**config.mk**
```make
export PLATFORM = sky130hd
export DESIGN_NAME = dbg_apb_reg_slave_flat
export DESIGN_NICKNAME = d
export VERILOG_FILES = /design/src/rtl/dbg_apb_reg_slave_if.sv /design/src/rtl/dbg_apb_reg_slave.sv /design/src/flat_wrapper.sv
export SDC_FILE = /design/constraint.sdc
export NUM_CORES = 1
export LEC_CHECK = 0
export CORE_MARGIN = 10
export CORE_UTILIZATION = 40
export DETAILED_ROUTE_END_ITERATION = 6
export PLACE_DENSITY = 0.73
export SLEW_MARGIN = 30
export SYNTH_ARGS = -nofsm -noshare
export SYNTH_HDL_FRONTEND = slang
export SYNTH_SLANG_ARGS = --single-unit
```
**constraint.sdc**
```tcl
create_clock -name clk -period 6 [get_ports clk]
set_input_delay 1.2 -clock clk [delete_from_list [all_inputs] [get_ports clk]]
set_output_delay 1.2 -clock clk [all_outputs]
set_load 0.05 [all_outputs]
```
**src/rtl/dbg_apb_reg_slave_if.sv**
```systemverilog
// Debug APB completer slot: request signals from the bus, ready/rdata back to it.
interface dbg_apb_reg_slave_if #(
    parameter int ADDR_WIDTH = 32
);
    logic                  sel;
    logic                  enable;
    logic                  wr_rd;
    logic [ADDR_WIDTH-1:0] addr;
    logic [31:0]           wdata;
    logic [3:0]            wstrobe;
    logic                  ready;
    logic [31:0]           rdata;

    modport master (output sel, enable, wr_rd, addr, wdata, wstrobe, input ready, rdata);
    modport slave  (input sel, enable, wr_rd, addr, wdata, wstrobe, output ready, rdata);
endinterface

```
**src/rtl/dbg_apb_reg_slave.sv**
```systemverilog
// Debug APB register bank: NR_REGS x 32-bit control regs (reg 0 = read-only ID),
// programmable wait states, byte strobes, write pulses and a saturating error counter.
module dbg_apb_reg_slave #(
    parameter int          ADDR_WIDTH  = 32,
    parameter int          NR_REGS     = 8,
    parameter int          WAIT_STATES = 1,
    parameter logic [31:0] ID_VALUE    = 32'hDB60_0001
) (
    input  logic                    clk,
    input  logic                    rst_n,
    dbg_apb_reg_slave_if.slave      bus,
    output logic [NR_REGS*32-1:0]   regs_q,
    output logic [NR_REGS-1:0]      wr_pulse,
    output logic [7:0]              err_cnt
);
    localparam int         IDX_W = $clog2(NR_REGS);
    localparam logic [3:0] WS    = 4'(WAIT_STATES);

    typedef enum logic {IDLE, ACCESS} state_t;

    state_t                  state, state_nxt;
    logic [3:0]              cnt, cnt_nxt;
    logic [ADDR_WIDTH-1:2]   addr_q;
    logic                    wr_q;
    logic [31:0]             wdata_q;
    logic [3:0]              strb_q;
    logic [NR_REGS-1:0][31:0] regs;

    logic             load, done, err_inc, ready_c, in_range, commit_wr;
    logic [IDX_W-1:0] idx;
    logic [31:0]      rd_val;

    assign idx       = addr_q[IDX_W+1:2];
    assign in_range  = (addr_q[ADDR_WIDTH-1:IDX_W+2] == '0);
    assign commit_wr = done && wr_q && in_range && (idx != '0) && (strb_q != 4'h0);
    assign rd_val    = (idx == '0) ? ID_VALUE : regs[idx];

    // Gated by rst_n so a bus still showing sel&enable cannot raise ready during reset.
    always_comb begin
        state_nxt = state;
        cnt_nxt   = cnt;
        load      = 1'b0;
        done      = 1'b0;
        err_inc   = 1'b0;
        ready_c   = 1'b0;
        if (rst_n) begin
            case (state)
                IDLE: begin
                    if (bus.sel && !bus.enable) begin
                        state_nxt = ACCESS;
                        load      = 1'b1;
                    end else if (bus.sel && bus.enable) begin
                        ready_c = 1'b1;
                        err_inc = 1'b1;
                    end
                end
                ACCESS: begin
                    if (!bus.sel) begin
                        state_nxt = IDLE;
                        err_inc   = 1'b1;
                    end else if (!bus.enable) begin
                        load    = 1'b1;
                        err_inc = 1'b1;
                    end else if (cnt != 4'd0) begin
                        cnt_nxt = cnt - 4'd1;
                    end else begin
                        ready_c   = 1'b1;
                        done      = 1'b1;
                        state_nxt = IDLE;
                        err_inc   = !in_range;
                    end
                end
                default: state_nxt = IDLE;
            endcase
        end
        if (load) cnt_nxt = WS;
    end

    assign bus.ready = ready_c;
    // Bus ORs all slots, so rdata must be exactly zero outside a read ready cycle.
    assign bus.rdata = (state == ACCESS && bus.sel && bus.enable && ready_c && !wr_q && in_range)
                       ? rd_val : 32'h0;

    always_ff @(posedge clk or negedge rst_n) begin
        if (!rst_n) begin
            state    <= IDLE;
            cnt      <= 4'd0;
            addr_q   <= '0;
            wr_q     <= 1'b0;
            wdata_q  <= '0;
            strb_q   <= '0;
            regs     <= '0;
            wr_pulse <= '0;
            err_cnt  <= 8'h00;
        end else begin
            state    <= state_nxt;
            cnt      <= cnt_nxt;
            wr_pulse <= '0;
            if (load) begin
                addr_q  <= bus.addr[ADDR_WIDTH-1:2];
                wr_q    <= bus.wr_rd;
                wdata_q <= bus.wdata;
                strb_q  <= bus.wstrobe;
            end
            if (err_inc && err_cnt != 8'hFF) err_cnt <= err_cnt + 8'h01;
            if (commit_wr) begin
                wr_pulse[idx] <= 1'b1;
                for (int n = 0; n < 4; n++)
                    if (strb_q[n]) regs[idx][8*n +: 8] <= wdata_q[8*n +: 8];
            end
        end
    end

    for (genvar k = 0; k < NR_REGS; k++) begin : g_regs_q
        if (k == 0) begin : g_id
            assign regs_q[31:0] = ID_VALUE;
        end else begin : g_rw
            assign regs_q[32*k +: 32] = regs[k];
        end
    end
endmodule

```
**src/flat_wrapper.sv**
```systemverilog
// flat-port wrapper written by rule: the top's interface ports become plain ports
module dbg_apb_reg_slave_flat 
#(
    parameter int          ADDR_WIDTH  = 32,
    parameter int          NR_REGS     = 8,
    parameter int          WAIT_STATES = 1,
    parameter logic [31:0] ID_VALUE    = 32'hDB60_0001
)
  (clk, rst_n, regs_q, wr_pulse, err_cnt, bus_sel, bus_enable, bus_wr_rd, bus_addr, bus_wdata, bus_wstrobe, bus_ready, bus_rdata);
  dbg_apb_reg_slave_if #(.ADDR_WIDTH(ADDR_WIDTH)) bus_i ();
  input  logic clk;
  input  logic rst_n;
  output logic [NR_REGS*32-1:0] regs_q;
  output logic [NR_REGS-1:0] wr_pulse;
  output logic [7:0] err_cnt;
  input wire logic [$bits(bus_i.sel)-1:0] bus_sel;
  input wire logic [$bits(bus_i.enable)-1:0] bus_enable;
  input wire logic [$bits(bus_i.wr_rd)-1:0] bus_wr_rd;
  input wire logic [$bits(bus_i.addr)-1:0] bus_addr;
  input wire logic [$bits(bus_i.wdata)-1:0] bus_wdata;
  input wire logic [$bits(bus_i.wstrobe)-1:0] bus_wstrobe;
  output wire logic [$bits(bus_i.ready)-1:0] bus_ready;
  output wire logic [$bits(bus_i.rdata)-1:0] bus_rdata;
  assign bus_i.sel = bus_sel;
  assign bus_i.enable = bus_enable;
  assign bus_i.wr_rd = bus_wr_rd;
  assign bus_i.addr = bus_addr;
  assign bus_i.wdata = bus_wdata;
  assign bus_i.wstrobe = bus_wstrobe;
  assign bus_ready = bus_i.ready;
  assign bus_rdata = bus_i.rdata;
  dbg_apb_reg_slave #(.ADDR_WIDTH(ADDR_WIDTH), .NR_REGS(NR_REGS), .WAIT_STATES(WAIT_STATES), .ID_VALUE(ID_VALUE)) u_core (.clk(clk), .rst_n(rst_n), .bus(bus_i), .regs_q(regs_q), .wr_pulse(wr_pulse), .err_cnt(err_cnt));
endmodule
```
== Yosys cells after proc, flatten, opt, wreduce, memory -nomap -nowiden ==
Cells that the tools add are included.

* Register bits: 344
* Output and inout port bits: 305
* Logic and storage cells: 104
* Input port bits: 73

* Equality and inequality tests: 1
* Multiplexer cells: 55
* Reductions and logical operators: 27
* $lt $le $gt $ge: 2
* $add $sub $neg: 2
* Bitwise operators: 1

{| class="wikitable"
|+ Operators by type and width
! cell !! number
|-
| 256-bit 2-to-1 mux || 7
|-
| 256-bit bitwise mux || 4
|-
| 32-bit demux with 3-bit select || 4
|-
| 32-bit 2-to-1 mux || 4
|-
| 32-bit binary-select mux with 3-bit select || 1
|-
| 27-bit logical NOT || 1
|-
| 24-bit 2-to-1 mux || 1
|-
| 4-bit 2-to-1 mux || 6
|-
| 1-bit 2-to-1 mux || 20
|-
| 16-bit 2-to-1 mux || 1
|-
| 8-bit 2-to-1 mux || 2
|-
| 1-bit logical AND || 13
|-
| 2-bit nonzero test || 5
|-
| 8-bit by 1-bit adder with 8-bit output (second input constant) || 1
|-
| 8-bit != test (second input constant) || 1
|-
| 1-bit one-hot mux with 2 select lines || 4
|-
| 4-bit nonzero test || 2
|-
| 5-bit AND reduction || 1
|-
| 3-bit by 4-bit less-than comparator with 1-bit output (second input constant) || 1
|-
| 4-bit by 1-bit subtractor with 4-bit output (second input constant) || 1
|-
| 1-bit demux with 3-bit select || 1
|-
| 3-bit by 1-bit greater-or-equal comparator with 1-bit output (second input constant) || 1
|-
| 1-bit logical NOT || 3
|-
| 3-bit logical NOT || 1
|-
| 2 further kinds || 2
|}

== Longest topological paths before layout ==
Gate-level depths: netlist (run 1).

* Depth in word-level cells: 19
* Mapped depth: 8
* Mapped depth without buffers: 7

== Least setup slack after synthesis (run 1) ==
Ideal clock, no wire load.

* Path type: input -> output
* Start: in bus_enable
* End: out bus_rdata[0]
* Arrival: 3.164 ns
* Slack: 1.636 ns
* Buffers on the path: 3
* Cell stages on the path: 8
* Data required time: 4.800 ns
* Cell sequence: and2_1 > nand4_1 > or2_1 > buf_6 > or3_1 > clkbuf_1 > clkbuf_1 > nor2_1

* Word-level cells in the longest chain between the ends: 9
* Elaborated cells on any way between the ends: 14
* Classes of those cells: mux (7); reduce/logical (7)

{| class="wikitable"
|+ Ends and longest elaborated chain
! item !! line !! RTL
|-
| from (decl) || flat_wrapper.sv:17 || <nowiki>input wire logic [$bits(bus_i.enable)-1:0] bus_enable;</nowiki>
|-
| 1-bit logical AND or 1-bit logical NOT (tied branches) || dbg_apb_reg_slave.sv:52, dbg_apb_reg_slave.sv:49 ||
|-
| 1-bit 2-to-1 mux or 1-bit logical AND (tied branches) || dbg_apb_reg_slave.sv:52, dbg_apb_reg_slave.sv:49 ||
|-
| 1-bit 2-to-1 mux || dbg_apb_reg_slave.sv:49 || <nowiki>if (bus.sel && !bus.enable) begin</nowiki>
|-
| 1-bit one-hot mux with 2 select lines || dbg_apb_reg_slave.sv:47 || <nowiki>case (state)</nowiki>
|-
| 1-bit 2-to-1 mux || dbg_apb_reg_slave.sv:46 || <nowiki>if (rst_n) begin</nowiki>
|-
| 1-bit logical AND * (3 in series) || dbg_apb_reg_slave.sv:81 || <nowiki>assign bus.rdata = (state == ACCESS && bus.sel && bus.enable && ready_c && !wr_q && in_range)</nowiki>
|-
| 32-bit 2-to-1 mux * || dbg_apb_reg_slave.sv:82 || <nowiki>? rd_val : 32'h0;</nowiki>
|-
| to (decl) || flat_wrapper.sv:23 || <nowiki>output wire logic [$bits(bus_i.rdata)-1:0] bus_rdata;</nowiki>
|}

Mark *: on every way between the ends. The rest lies on a longest branch, timed or not.

== Worst setup path in the final report (run 1) ==
* Start: in bus_enable
* End: out bus_rdata[27]

Same word-level chain as after synthesis.

==> impl_metrics.tcl, run 1 <==
set metrics [dict create \
    status "finished, final reports clean" \
    cts_buffer_depth 3 \
    dieArea_sq_um 48110 \
    startpoint_type "input port" \
    final_antenna_net_count 0 \
    yosys-top-cells-count "dfrtp_1, buf_4, nand2_1, mux2_2, mux2i_1" \
    cp.required_ps 4800 \
    yosys.area_share.simple 0.1160 \
    grt_max_degree 79 \
    finalSetupViolations 0 \
    clockRootBuffer "clkbuf_16" \
    clkTransAtPathRegs_ps 50 \
    hpwl_mm 34.48 \
    path_max_fanout 32 \
    skew_ps 21.69 \
    place.gp.congestion 0.8365 \
    synth_mux_area_frac 0.2061 \
    p_sw_mw 1.482 \
    synth_edf_count 0 \
    core_sq_um 39010 \
    cts_resized 0 \
    post-route-period-util 0.8863 \
    clock_sinks 312 \
    power_frac_seq 0.461 \
    met1Wirelength_mm 19.69 \
    instances_no_fill 2083 \
    timing_worst_setup_path_type "in2out" \
    critPathLaunch "bus_enable" \
    synth_compound_area_frac 0.04077 \
    whs_ps 473.6 \
    fin_crit_ps 5318 \
    grt_pass1_vias 11548 \
    p_comb_frac 0.114 \
    post_drt_wl_per_cell_microns 23.85 \
    synth_top_area_frac 0.4911 \
    cts_tree "done" \
    drcViolationCount 0 \
    cts_made_buffers 37 \
    grt_setup_unrepaired "no" \
    min_from "u_core.addr_q[31]$_DFFE_PN0P_" \
    antenna_found_initial 6 \
    fmax_mhz 188.0 \
    yosys-top-cells-area "dfrtp_1, mux2_2, buf_4" \
    seq_area_frac_synth 0.4911 \
    synth_top_cell_by_area "dfrtp_1" \
    first_pass_iters 5 \
    synth_area_sq_um 15900 \
    wl_met2_mm 23.87 \
    ctsHoldBuffers 0 \
    synthAdderAreaFrac 0.002361 \
    vias 10854 \
    ios 378 \
    ys_async_sr_fraction 1.000 \
    ys_seq_elements 312 \
    yosys_warnings 0 \
    htree_levels 2 \
    synth_cells 1428 \
    ys_types 48 \
    tns_ps 0 \
    synth_top_family_by_area "multiplexers" \
    drt-total-wl_mm 49.67 \
    hold_viol_final 0 \
    final_util 0.5034 \
    synth_xor_area_frac 0.004959 \
    power.density_nw_per_um2 266.5 \
    die_w_microns 219.4 \
    grt_pass1_wl_mm 73.76 \
    overflow 0 \
    syn2layout_area_growth_pct 23.52 \
    drive_above_1_share 0.2388 \
    synth_ff_type "dfrtp_1" \
    met3_length_mm 4.750 \
    portBuffers 343 \
    top_layer "met5" \
    hp-class "reg2reg" \
    clockPowerShare 0.425 \
    dp.cells 2018 \
    finalMaxSlewViolations 0 \
    max-slew-margin-rel 0.3239 \
    num_rows 72 \
    reg2reg_from "u_core.addr_q[3]$_DFFE_PN0P_" \
    die_h_microns 219.4 \
    swShare 0.2832 \
    timing.max_cap.violations 0 \
    fillCellCount 3466 \
    p_int_mw 3.752 \
    avgSynthCellArea_sq_um 11.13 \
    tightest_slew_ps 1012 \
    p_leak_nw 9.067 \
    post-synth-top-count-cell "dfrtp_1" \
    worstPathArrival_ps 4120 \
    initial_core_util 0.4075 \
    drt-initial-drc-count 899 \
    post-cts-setup-buffers 0 \
    insertion_delay_ps 530 \
    track_usage 0.2007 \
    ir_drop_mv 0.3123 \
    via_per_inst 5.211 \
    worstSetupEndpointType "output pin" \
    finalPower_mw 5.234 \
    layout.nets 1616 \
]
-- layer usage --
metal,vias up,GRT usage
met2,479,0.3312
met4,4,0.06573
li1,4848,-
met3,84,0.06492
met1,5439,0.2434
met5,-,0
-- worst max-delay path, cell delays in order --
cell and delay [ps]:
clkdlybuf4s50_1 610, and2_1 190, nand4_1 240, or2_2 380, or3_2 900, a21oi_1 410, buf_12 180
-- placed cells by master, fill, tap and decap left out, drive strengths merged, types with 2 or more instances in the layout --
cell and count:
nor2 49, dfrtp 312, a21oi 13, nand3 26, clkdlybuf4s50 310, xor2 8
bufinv 3, diode 3, mux2 226, mux4 8, nor3b 2, and2 3
clkinv 4, or2 2, a22oi 2, conb 33, a222oi 22, ha 3
inv 9, nand2 251, nor4b 2, o21ai 50, a211oi 9, nand2b 3
nand4 9, nor4 8, mux2i 55, nor3 30, buf 48, or4 2
and3 2, clkbuf 50
-- metrics by stage --
stage               area [sq um]  worst slack [ps]
floorplan                  16010              1636
global placement           18380             773.2
detailed placement         18410             709.7
CTS                        19600             689.6
global route               19630             566.8
finish                     19640             682.0
-- power groups by stage --
stage	registers, mW	logic [mW]	clock network, mW
finish	2.41	0.597	2.23
global route	2.43	0.651	2.37
CTS	2.41	0.604	2.28
detailed placement	2.44	0.602	0
global placement	2.44	0.590	0
floorplan	2.39	0.363	0
-- cell type report --
cell class / instances / area [sq um] / area share
multi-input combinational: 826 / 6045 / 0.3078
timing repair buffer: 358 / 3908 / 0.1990
tap: 518 / 648.1 / 0.03301
sequential: 312 / 7816 / 0.3981
clock buffer: 50 / 1045 / 0.05321
clock inverter: 11 / 147.6 / 0.007519
inverter: 5 / 18.77 / 0.0009558
antenna: 3 / 7.507 / 0.0003823
-- sequential cells by signal (all words and copies together) (netlist names) --
register	cells
u_core.regs_q	224
u_core.wdata_q	32
u_core.addr_q	30
u_core.err_cnt	8
u_core.wr_pulse	8
u_core.cnt	4
u_core.strb_q	4
u_core.state	1
u_core.wr_q	1
-- final timing paths --
kind / end / slack [ps] / cells past startpoint
worst min register to register: u_core.addr_q[31]$_DFFE_PN0P_ / 470 / 2
max in group asynchronous: u_core.regs_q[242]$_DFFE_PN0P_ / 2870 / 4
worst min-delay path: u_core.addr_q[31]$_DFFE_PN0P_ / 470 / 2
worst max-delay path: bus_rdata[27] / 680 / 7
worst max register to register: u_core.regs_q[127]$_DFFE_PN0P_ / 2260 / 4
min in group asynchronous: u_core.addr_q[11]$_DFFE_PN0P_ / 580 / 1
-- kinds of logic (layout without fill, tap and decap cells) --
logic type      Yosys count  in the layout
mux                     289            289
xor+xnor                  9              9
compound gates          100            100
simple gates            392            392
fa+ha+maj                 3              3
other cells               2             36
flops                   312            312
buf+inv                 321            424
Note: power is estimated with default switching activity, not from simulation.
==> run 2: changes to the inputs <==
- CORE_MARGIN: 10 -> 2
==> impl_metrics.tcl, run 2 (synthesis results as in run 1) <==
set metrics [dict create \
    track_usage 0.2202 \
    die_h_microns 203.4 \
    hpwl_mm 31.38 \
    timing.max_cap.violations 0 \
    post_drt_wl_per_cell_microns 21.99 \
    status "finished, final reports clean" \
    via_per_inst 5.217 \
    die_w_microns 203.4 \
    p_comb_frac 0.121 \
    tightest_slew_ps 1042 \
    insertion_delay_ps 520 \
    startpoint_type "input port" \
    drcViolationCount 0 \
    p_sw_mw 1.437 \
    drive_above_1_share 0.2365 \
    cts_tree "done" \
    max-slew-margin-rel 0.3018 \
    final_cell_mix "clkdlybuf4s50_1, dfrtp_1, nand2_1" \
    syn2layout_area_growth_pct 22.19 \
    cts_made_buffers 35 \
    grt_setup_unrepaired "no" \
    initial_core_util 0.4029 \
    place.gp.congestion 0.8199 \
    ir_drop_mv 0.2263 \
    clkTransAtPathRegs_ps 60 \
    portBuffers 343 \
    r2r_cells 4 \
    hold_viol_final 0 \
    swShare 0.2856 \
    skew_ps 23.36 \
    vias 10898 \
    post-route-period-util 0.8893 \
    clock_sinks 312 \
    power.density_nw_per_um2 259.0 \
    power_frac_seq 0.476 \
    final_antenna_net_count 0 \
    timing_worst_setup_path_type "in2out" \
    grt_pass1_vias 11052 \
    core_sq_um 39460 \
    timing.rr.end "u_core.regs_q[232]$_DFFE_PN0P_" \
    worstPathArrival_ps 4140 \
    ctsHoldBuffers 0 \
    whs_ps 477.2 \
    clockRootBuffer "clkbuf_16" \
    ios 378 \
    finalMaxSlewViolations 0 \
    largest_reg_flops 224 \
    grt_pass1_wl_mm 69.16 \
    hp-class "reg2reg" \
    p_int_mw 3.594 \
    rrSetupSlack_ps 2520 \
    fmax_mhz 187.4 \
    overflow 0 \
    layout.nets 1612 \
    critPathMaxStageDelay_ps 910 \
    critPathLaunch "bus_enable" \
    reg2reg_from "u_core.addr_q[4]$_DFFE_PN0P_" \
    worstSetupEndpoint "bus_rdata[27]" \
    drt-total-wl_mm 45.93 \
    cts_resized 0 \
    htree_levels 2 \
    fin_crit_ps 5336 \
    drt-initial-drc-count 698 \
    first_pass_iters 5 \
    grt_max_degree 76 \
    cp_cell_sequence "clkdlybuf4s50_1 > and2_1 > nand4_1 > or2_2 > or3_2 > a21oi_1 > buf_12" \
    finalSetupViolations 0 \
    cp.required_ps 4800 \
    antenna_found_initial 5 \
    tns_ps 0 \
    critical_path.slowest_cell "or3_2" \
    p_leak_nw 8.999 \
    layout_commonest_cell "clkdlybuf4s50_1" \
    finalPower_mw 5.031 \
    worstSetupEndpointType "output pin" \
    num_rows 73 \
    post-cts-setup-buffers 0 \
    clockPowerShare 0.402 \
    dieArea_sq_um 41350 \
    path_max_fanout 32 \
    cts_buffer_depth 3 \
]
## run 2: changes by cell type in the layout (fill, tap and decap cells not counted), moves of 3 or more
cell       change
bufinv_16      -3
inv_6          -3
buf_12         -9
clkinv_2       +5
buf_4          +6
## run 2: cell type report
| type | instances | area (sq um) |
|---|---|---|
| antenna | 4 | 10.01 |
| multi-input combinational | 826 | 6048 |
| fill | 3515 | 20030 |
| tap | 525 | 656.9 |
| inverter | 5 | 18.77 |
| timing repair buffer | 356 | 3784 |
| clock buffer | 50 | 1025 |
| sequential | 312 | 7819 |
| clock inverter | 11 | 62.56 |
## run 2: per-stage QoR
stage                       util  std cells  cell area (sq um)  worst slack, ps
after floorplan                -       1459              16010             1636
after global placement    0.4632       2023              18280            801.7
after detailed placement  0.4636       2023              18290            735.4
after CTS                 0.4911       2084              19380            717.4
after global routing      0.4921       2086              19420            567.0
final                     0.4923       2089              19420            664.2
## run 2: per-layer routing
layer  wire, microns  global-route usage
met4            1575             0.07951
met2           21910              0.3569
met1           18970              0.2895
met3            3460             0.05050
met5              16                   0
## run 2: worst min path at each step
stage	startpoint	end	slack (ps)	cells after the start
4_1_cts	u_core.addr_q[22]$_DFFE_PN0P_	u_core.addr_q[22]$_DFFE_PN0P_	480	2
6_report	u_core.addr_q[22]$_DFFE_PN0P_	u_core.addr_q[22]$_DFFE_PN0P_	480	2
5_1_grt	u_core.addr_q[22]$_DFFE_PN0P_	u_core.addr_q[22]$_DFFE_PN0P_	510	2
3_5_place_dp	u_core.addr_q[22]$_DFFE_PN0P_	u_core.addr_q[22]$_DFFE_PN0P_	460	2
2_1_floorplan	u_core.addr_q[10]$_DFFE_PN0P_	u_core.addr_q[10]$_DFFE_PN0P_	450	2
3_3_place_gp	u_core.addr_q[7]$_DFFE_PN0P_	u_core.addr_q[7]$_DFFE_PN0P_	460	2
## run 2: worst max-delay path: cells and delay by family
family,cells,cell delay (ps)
compound gates,1,450
buf+inv,2,770
simple gates,4,1710
## run 2: power by group through the flow
stage	Clock, mW	Combinational (mW)	Sequential, mW
after floorplan	0	0.363	2.39
after global placement	0	0.603	2.42
after detailed placement	0	0.614	2.43
after CTS	2.08	0.617	2.39
after global routing	2.16	0.669	2.42
final	2.02	0.611	2.40
==> run 3: changes to the inputs <==
--- a/config.mk
+++ b/config.mk
@@ -7,4 +7,5 @@
 export LEC_CHECK = 0
-export CORE_MARGIN = 2
+export CORE_MARGIN = 4
 export CORE_UTILIZATION = 40
+export CTS_CLUSTER_SIZE = 10
 export DETAILED_ROUTE_END_ITERATION = 6
==> constraint.sdc (replaced) <==
create_clock -name clk -period 6 [get_ports clk]
set_input_delay 1.8 -clock clk [delete_from_list [all_inputs] [get_ports clk]]
set_output_delay 1.8 -clock clk [all_outputs]
set_load 0.05 [all_outputs]
==> impl_metrics.tcl, run 3 (synthesis results as in run 1) <==
set metrics [dict create \
    status "finished, final reports clean" \
    busiest_layer "met2" \
    clock_sinks 312 \
    finalMaxSlewViolations 0 \
    post-cts-setup-buffers 0 \
    drcViolationCount 0 \
    timing.max_cap.violations 0 \
    critical_path_buf_inv_count 3 \
    layout.nets 1627 \
    skew_ps 14.73 \
    die_h_microns 207.4 \
    insertion_delay_ps 520 \
    min_from "u_core.addr_q[11]$_DFFE_PN0P_" \
    syn2layout_area_growth_pct 23.70 \
    hp-class "reg2reg" \
    final_cell_mix "clkdlybuf4s50_1, dfrtp_1, nand2_1" \
    worstPathArrival_ps 4110 \
    post_drt_wl_per_cell_microns 22.78 \
    hold_viol_final 0 \
    grt_pass1_wl_mm 72.02 \
    timing.rr.end "u_core.regs_q[120]$_DFFE_PN0P_" \
    max-slew-margin-rel 0.3463 \
    hpwl_mm 33.21 \
    clkTransAtPathRegs_ps 50 \
    grt_max_degree 70 \
    place_area_sq_um 18490 \
    grt_setup_unrepaired "no" \
    fin_crit_ps 5910 \
    drt-initial-drc-count 588 \
    tightest_slew_ps 975.3 \
    cp_cell_sequence "clkdlybuf4s50_1 > and2_1 > nand4_1 > or2_2 > or3_2 > buf_12 > nor2_1 > buf_12" \
    core_sq_um 39010 \
    place.gp.congestion 0.8547 \
    layout_commonest_cell "clkdlybuf4s50_1" \
    final_antenna_net_count 0 \
    post-route-period-util 0.9851 \
    grtUsageMet3 0.05577 \
    min_to "u_core.addr_q[11]$_DFFE_PN0P_" \
    rrSetupSlack_ps 2630 \
    htree_levels 2 \
    critical_path.slowest_cell "or3_2" \
    critPathMaxStageDelay_ps 520 \
    cpLargestDelayFamily "simple AND/OR/NAND/NOR gates" \
    ctsHoldBuffers 0 \
    clockRootBuffer "clkbuf_16" \
    cts_buffer_depth 3 \
    ios 378 \
    cts_made_buffers 38 \
    worstSetupEndpointType "output pin" \
    dp.cells 2028 \
    power.density_nw_per_um2 260.8 \
    startpoint_type "input port" \
    path_common_cell "buf_12" \
    antenna_found_initial 6 \
    portBuffers 343 \
    cts_tree "done" \
    ir_drop_mv 0.2248 \
    via_per_inst 5.241 \
    die_w_microns 207.4 \
    path_max_fanout 18 \
    p_leak_nw 9.097 \
    min_path_cells 2 \
    largest_reg_flops 224 \
    overflow 0 \
    timing_worst_setup_path_type "in2out" \
    grt_pass1_vias 11454 \
    drive_above_1_share 0.2390 \
    use_met2 0.3562 \
    fmax_mhz 169.2 \
    finalSetupViolations 0 \
    tns_ps 0 \
    r2r_cells 4 \
    dieArea_sq_um 42990 \
    instances_no_fill 2087 \
    cp.required_ps 4200 \
    vias 10938 \
    num_rows 72 \
    met1_usage 0.2759 \
    initial_core_util 0.4075 \
    track_usage 0.2140 \
    first_pass_iters 6 \
    design_area_sq_um 19660 \
    drt-total-wl_mm 47.55 \
    reg2reg_from "u_core.addr_q[4]$_DFFE_PN0P_" \
]
## run 3: cell types whose count changed in the layout (fill, tap and decap cells not counted), sizes merged
cell    delta
bufinv     +1
buf       +12
clkbuf     +2
clkinv    -10
## run 3: final cells by class
cell class                      count  area (sq um)
Clock inverter                      2         35.03
Tap cell                          518         648.1
Antenna cell                        4         10.01
Multi-Input combinational cell    826          6057
Sequential cell                   312          7816
Fill cell                        3438         19340
Clock buffer                       52          1087
Inverter                            5         18.77
Timing Repair Buffer              368          3991
## run 3: repair_timing
item | 4_1_cts | 5_1_grt
setup endpoints to repair | 0 | 1
gates resized for setup | 0 | 1
hold endpoints to repair | 0 | 0
## run 3: worst register-to-register path, cell delays in order (launching register included)
cell and delay [ps]:
dfrtp_4 790, nor2b_4 900, nand2_1 500, nor3_4 640
mux2_2 420
## run 3: worst max path at each step
stage / slack [ps] / end / cells past startpoint / from
after global placement: 110 / bus_rdata[27] / 8 / bus_enable
after global routing: 3 / bus_rdata[25] / 8 / bus_sel
after floorplan: 440 / bus_rdata[0] / 8 / bus_enable
final: 90 / bus_rdata[17] / 8 / bus_sel
after detailed placement: 100 / bus_rdata[10] / 8 / bus_sel
after CTS: 100 / bus_rdata[27] / 8 / bus_sel
## run 3: power breakdown
| group | switching [mW] | internal, mW |
|---|---|---|
| Combinational | 0.408 | 0.206 |
| Sequential | 0.201 | 2.20 |
| Clock | 0.821 | 1.29 |
| Total | 1.43 | 3.70 |
## run 3: layer usage
| layer | share of wire | vias up |
|---|---|---|
| met3 | 0.068 | 85 |
| li1 | - | 4877 |
| met5 | 0.0010 | - |
| met4 | 0.027 | 6 |
| met2 | 0.48 | 400 |
| met1 | 0.42 | 5570 |
## run 3: through the flow
step	power [mW]	setup slack, ps	util	hold slack, ps
2_1_floorplan	2.752	435.9	-	446.0
3_3_place_gp	3.035	112.2	0.4739	459.2
3_5_place_dp	3.054	100.6	0.4741	464.3
4_1_cts	5.188	95.24	0.5028	477.8
5_1_grt	5.349	2.959	0.5039	489.0
6_report	5.128	89.56	0.5041	474.5
==> RTL change, RTL diff (settings of run 2) <==
Put one more register stage on the output `err_cnt`. The value now appears one clock later. The other outputs are not delayed to match.
--- a/src/rtl/dbg_apb_reg_slave.sv
+++ b/src/rtl/dbg_apb_reg_slave.sv
@@ -18,4 +18,6 @@
 
     typedef enum logic {IDLE, ACCESS} state_t;
+
+    logic [7:0] err_cnt_s0;
 
     state_t                  state, state_nxt;
@@ -92,5 +94,5 @@
             regs     <= '0;
             wr_pulse <= '0;
-            err_cnt  <= 8'h00;
+            err_cnt_s0 <= 8'h00;
         end else begin
             state    <= state_nxt;
@@ -103,5 +105,5 @@
                 strb_q  <= bus.wstrobe;
             end
-            if (err_inc && err_cnt != 8'hFF) err_cnt <= err_cnt + 8'h01;
+            if (err_inc && err_cnt_s0 != 8'hFF) err_cnt_s0 <= err_cnt_s0 + 8'h01;
             if (commit_wr) begin
                 wr_pulse[idx] <= 1'b1;
@@ -119,4 +121,8 @@
         end
     end
+    always_ff @(posedge clk) begin
+        err_cnt <= err_cnt_s0;
+    end
+
 endmodule
 
Function: changed (a bounded check fails within 4 cycles, from zero or initial values and one cycle with rst_n low).
==> RTL change against run 2 <==
Sequential cell count rose by 8. Critical path depth did not move. Total power up 6.4%. Highest routed layer unchanged. Setup slack better by 0.086 ns. Area after synthesis grew 3.0%. Wire length fell by 1.0%. Count of clock-buffer cells in the layout is 5 higher. Clock power up 9%. Cell area grew 1.6%. Sequential share of layout area increased by 0.18 points.
==> RTL change: results (changes against run 2) <==
* Leakage at 9.01 nW (was 9.00 nW)
* Worst Setup EP: bus_rdata[0] (was bus_rdata[27])
* Crit path max fanout at 15 (was 32)
* Post-Synth XOR/XNOR Area at 0.482% (was 0.496%)
* Layout area overhead at 20.5% (was 22.2%)
* Worst vdd ir at 183 µV (was 226 µV)
* Mux cell area share after synthesis at 24.3% (was 20.6%)
* Signal buffers at 361 (was 356)
* Seq/Total Area, Yosys at 48.7% (was 49.1%)
* Worst path slowest cell: clkdlybuf4s50_1 (was or3_2)
* Hold Crit Start: u_core.err_cnt_s0[1] (was u_core.addr_q[22])
* Vias/cell at 5.22 (about the same)
* Dpl cells at 1919 (was 2023)
* Ranking of synthesized cells by area: dfrtp_1, mux2_2, buf_4, nand4_4, mux2i_1 (was dfrtp_1, mux2_2, buf_4, nand2_1, mux2i_1)
* First-pass GRT wire length at 66.2 mm (was 69.2 mm)
* R2R setup slack at 2.04 ns (was 2.52 ns)
* Post-DP HPWL at 30.8 mm (was 31.4 mm)
* Via count at 10400 (was 10900)
* Outcome: complete, no violations (unchanged)
* Clkbuf count at 55 (was 50)
* CP top delay family: buffers and inverters (was simple AND/OR/NAND/NOR gates)
* Synth unique cells at 50 (was 48)
* Final nets at 1502 (was 1612)
* GPL Wtd Cong at 0.817 (was 0.820)
* Grt met3 use at 5.19% (was 5.05%)
* Max stage delay on crit path at 0.83 ns (was 0.91 ns)
* Reg2reg end: u_core.regs_q[213] (was u_core.regs_q[232])
* Synth Area in Compound Gates at 5.23% (was 4.08%)
* Ant diodes at 1 (was 4)
* WHS at 0.423 ns (was 0.477 ns)
* Met2 Use GR at 34.0% (was 35.7%)
* Worst Hold Depth at 0 (was 2)
* Post-route clock skew at 0.0223 ns (was 0.0234 ns)
* Register-to-Register Path Depth at 6 (was 4)
* Pre-CTS setup slack at 0.737 ns (was 0.735 ns)
* Cells after synthesis at 1309 (was 1428)
* Final WS setup at 0.750 ns (was 0.664 ns)
* Seq. cell area at 0.00798 mm² (was 0.00782 mm²)
* Gr usage total at 21.0% (was 22.0%)
* WL per Instance at 22.9 µm (was 22.0 µm)
* Placed cell area at 0.0185 mm² (was 0.0183 mm²)
* Ys async rst share at 97.5% (was 100%)
RTL change: cell count changes after synthesis, sizes merged, moves of 22 or more:
| cell | before | now |
|---|---|---|
| mux2 | 226 | 318 |
| mux2i | 55 | 33 |
| nor2 | 49 | 26 |
| nand2 | 251 | 61 |
| a22o | 1 | 25 |
| a22oi | 2 | 26 |
| a222oi | 22 | 0 |
| nor3 | 30 | 7 |
RTL change: layer usage:
metal	routed length (µm)	share of wire [%]	up-vias
li1	-	-	4588
met1	19300	43	5336
met2	21600	48	355
met3	2950	6.5	85
met4	1530	3.4	2
met5	13	0.029	-
RTL change: power groups by stage:
| stage | Sequential [W] | Combinational (W) | Clock (W) |
|---|---|---|---|
| after floorplan | 0.00249 | 0.000401 | 0 |
| after global placement | 0.00253 | 0.000639 | 0 |
| after detailed placement | 0.00255 | 0.000651 | 0 |
| after CTS | 0.00251 | 0.000654 | 0.00225 |
| after global routing | 0.00253 | 0.000691 | 0.00235 |
| final | 0.00251 | 0.000649 | 0.00220 |
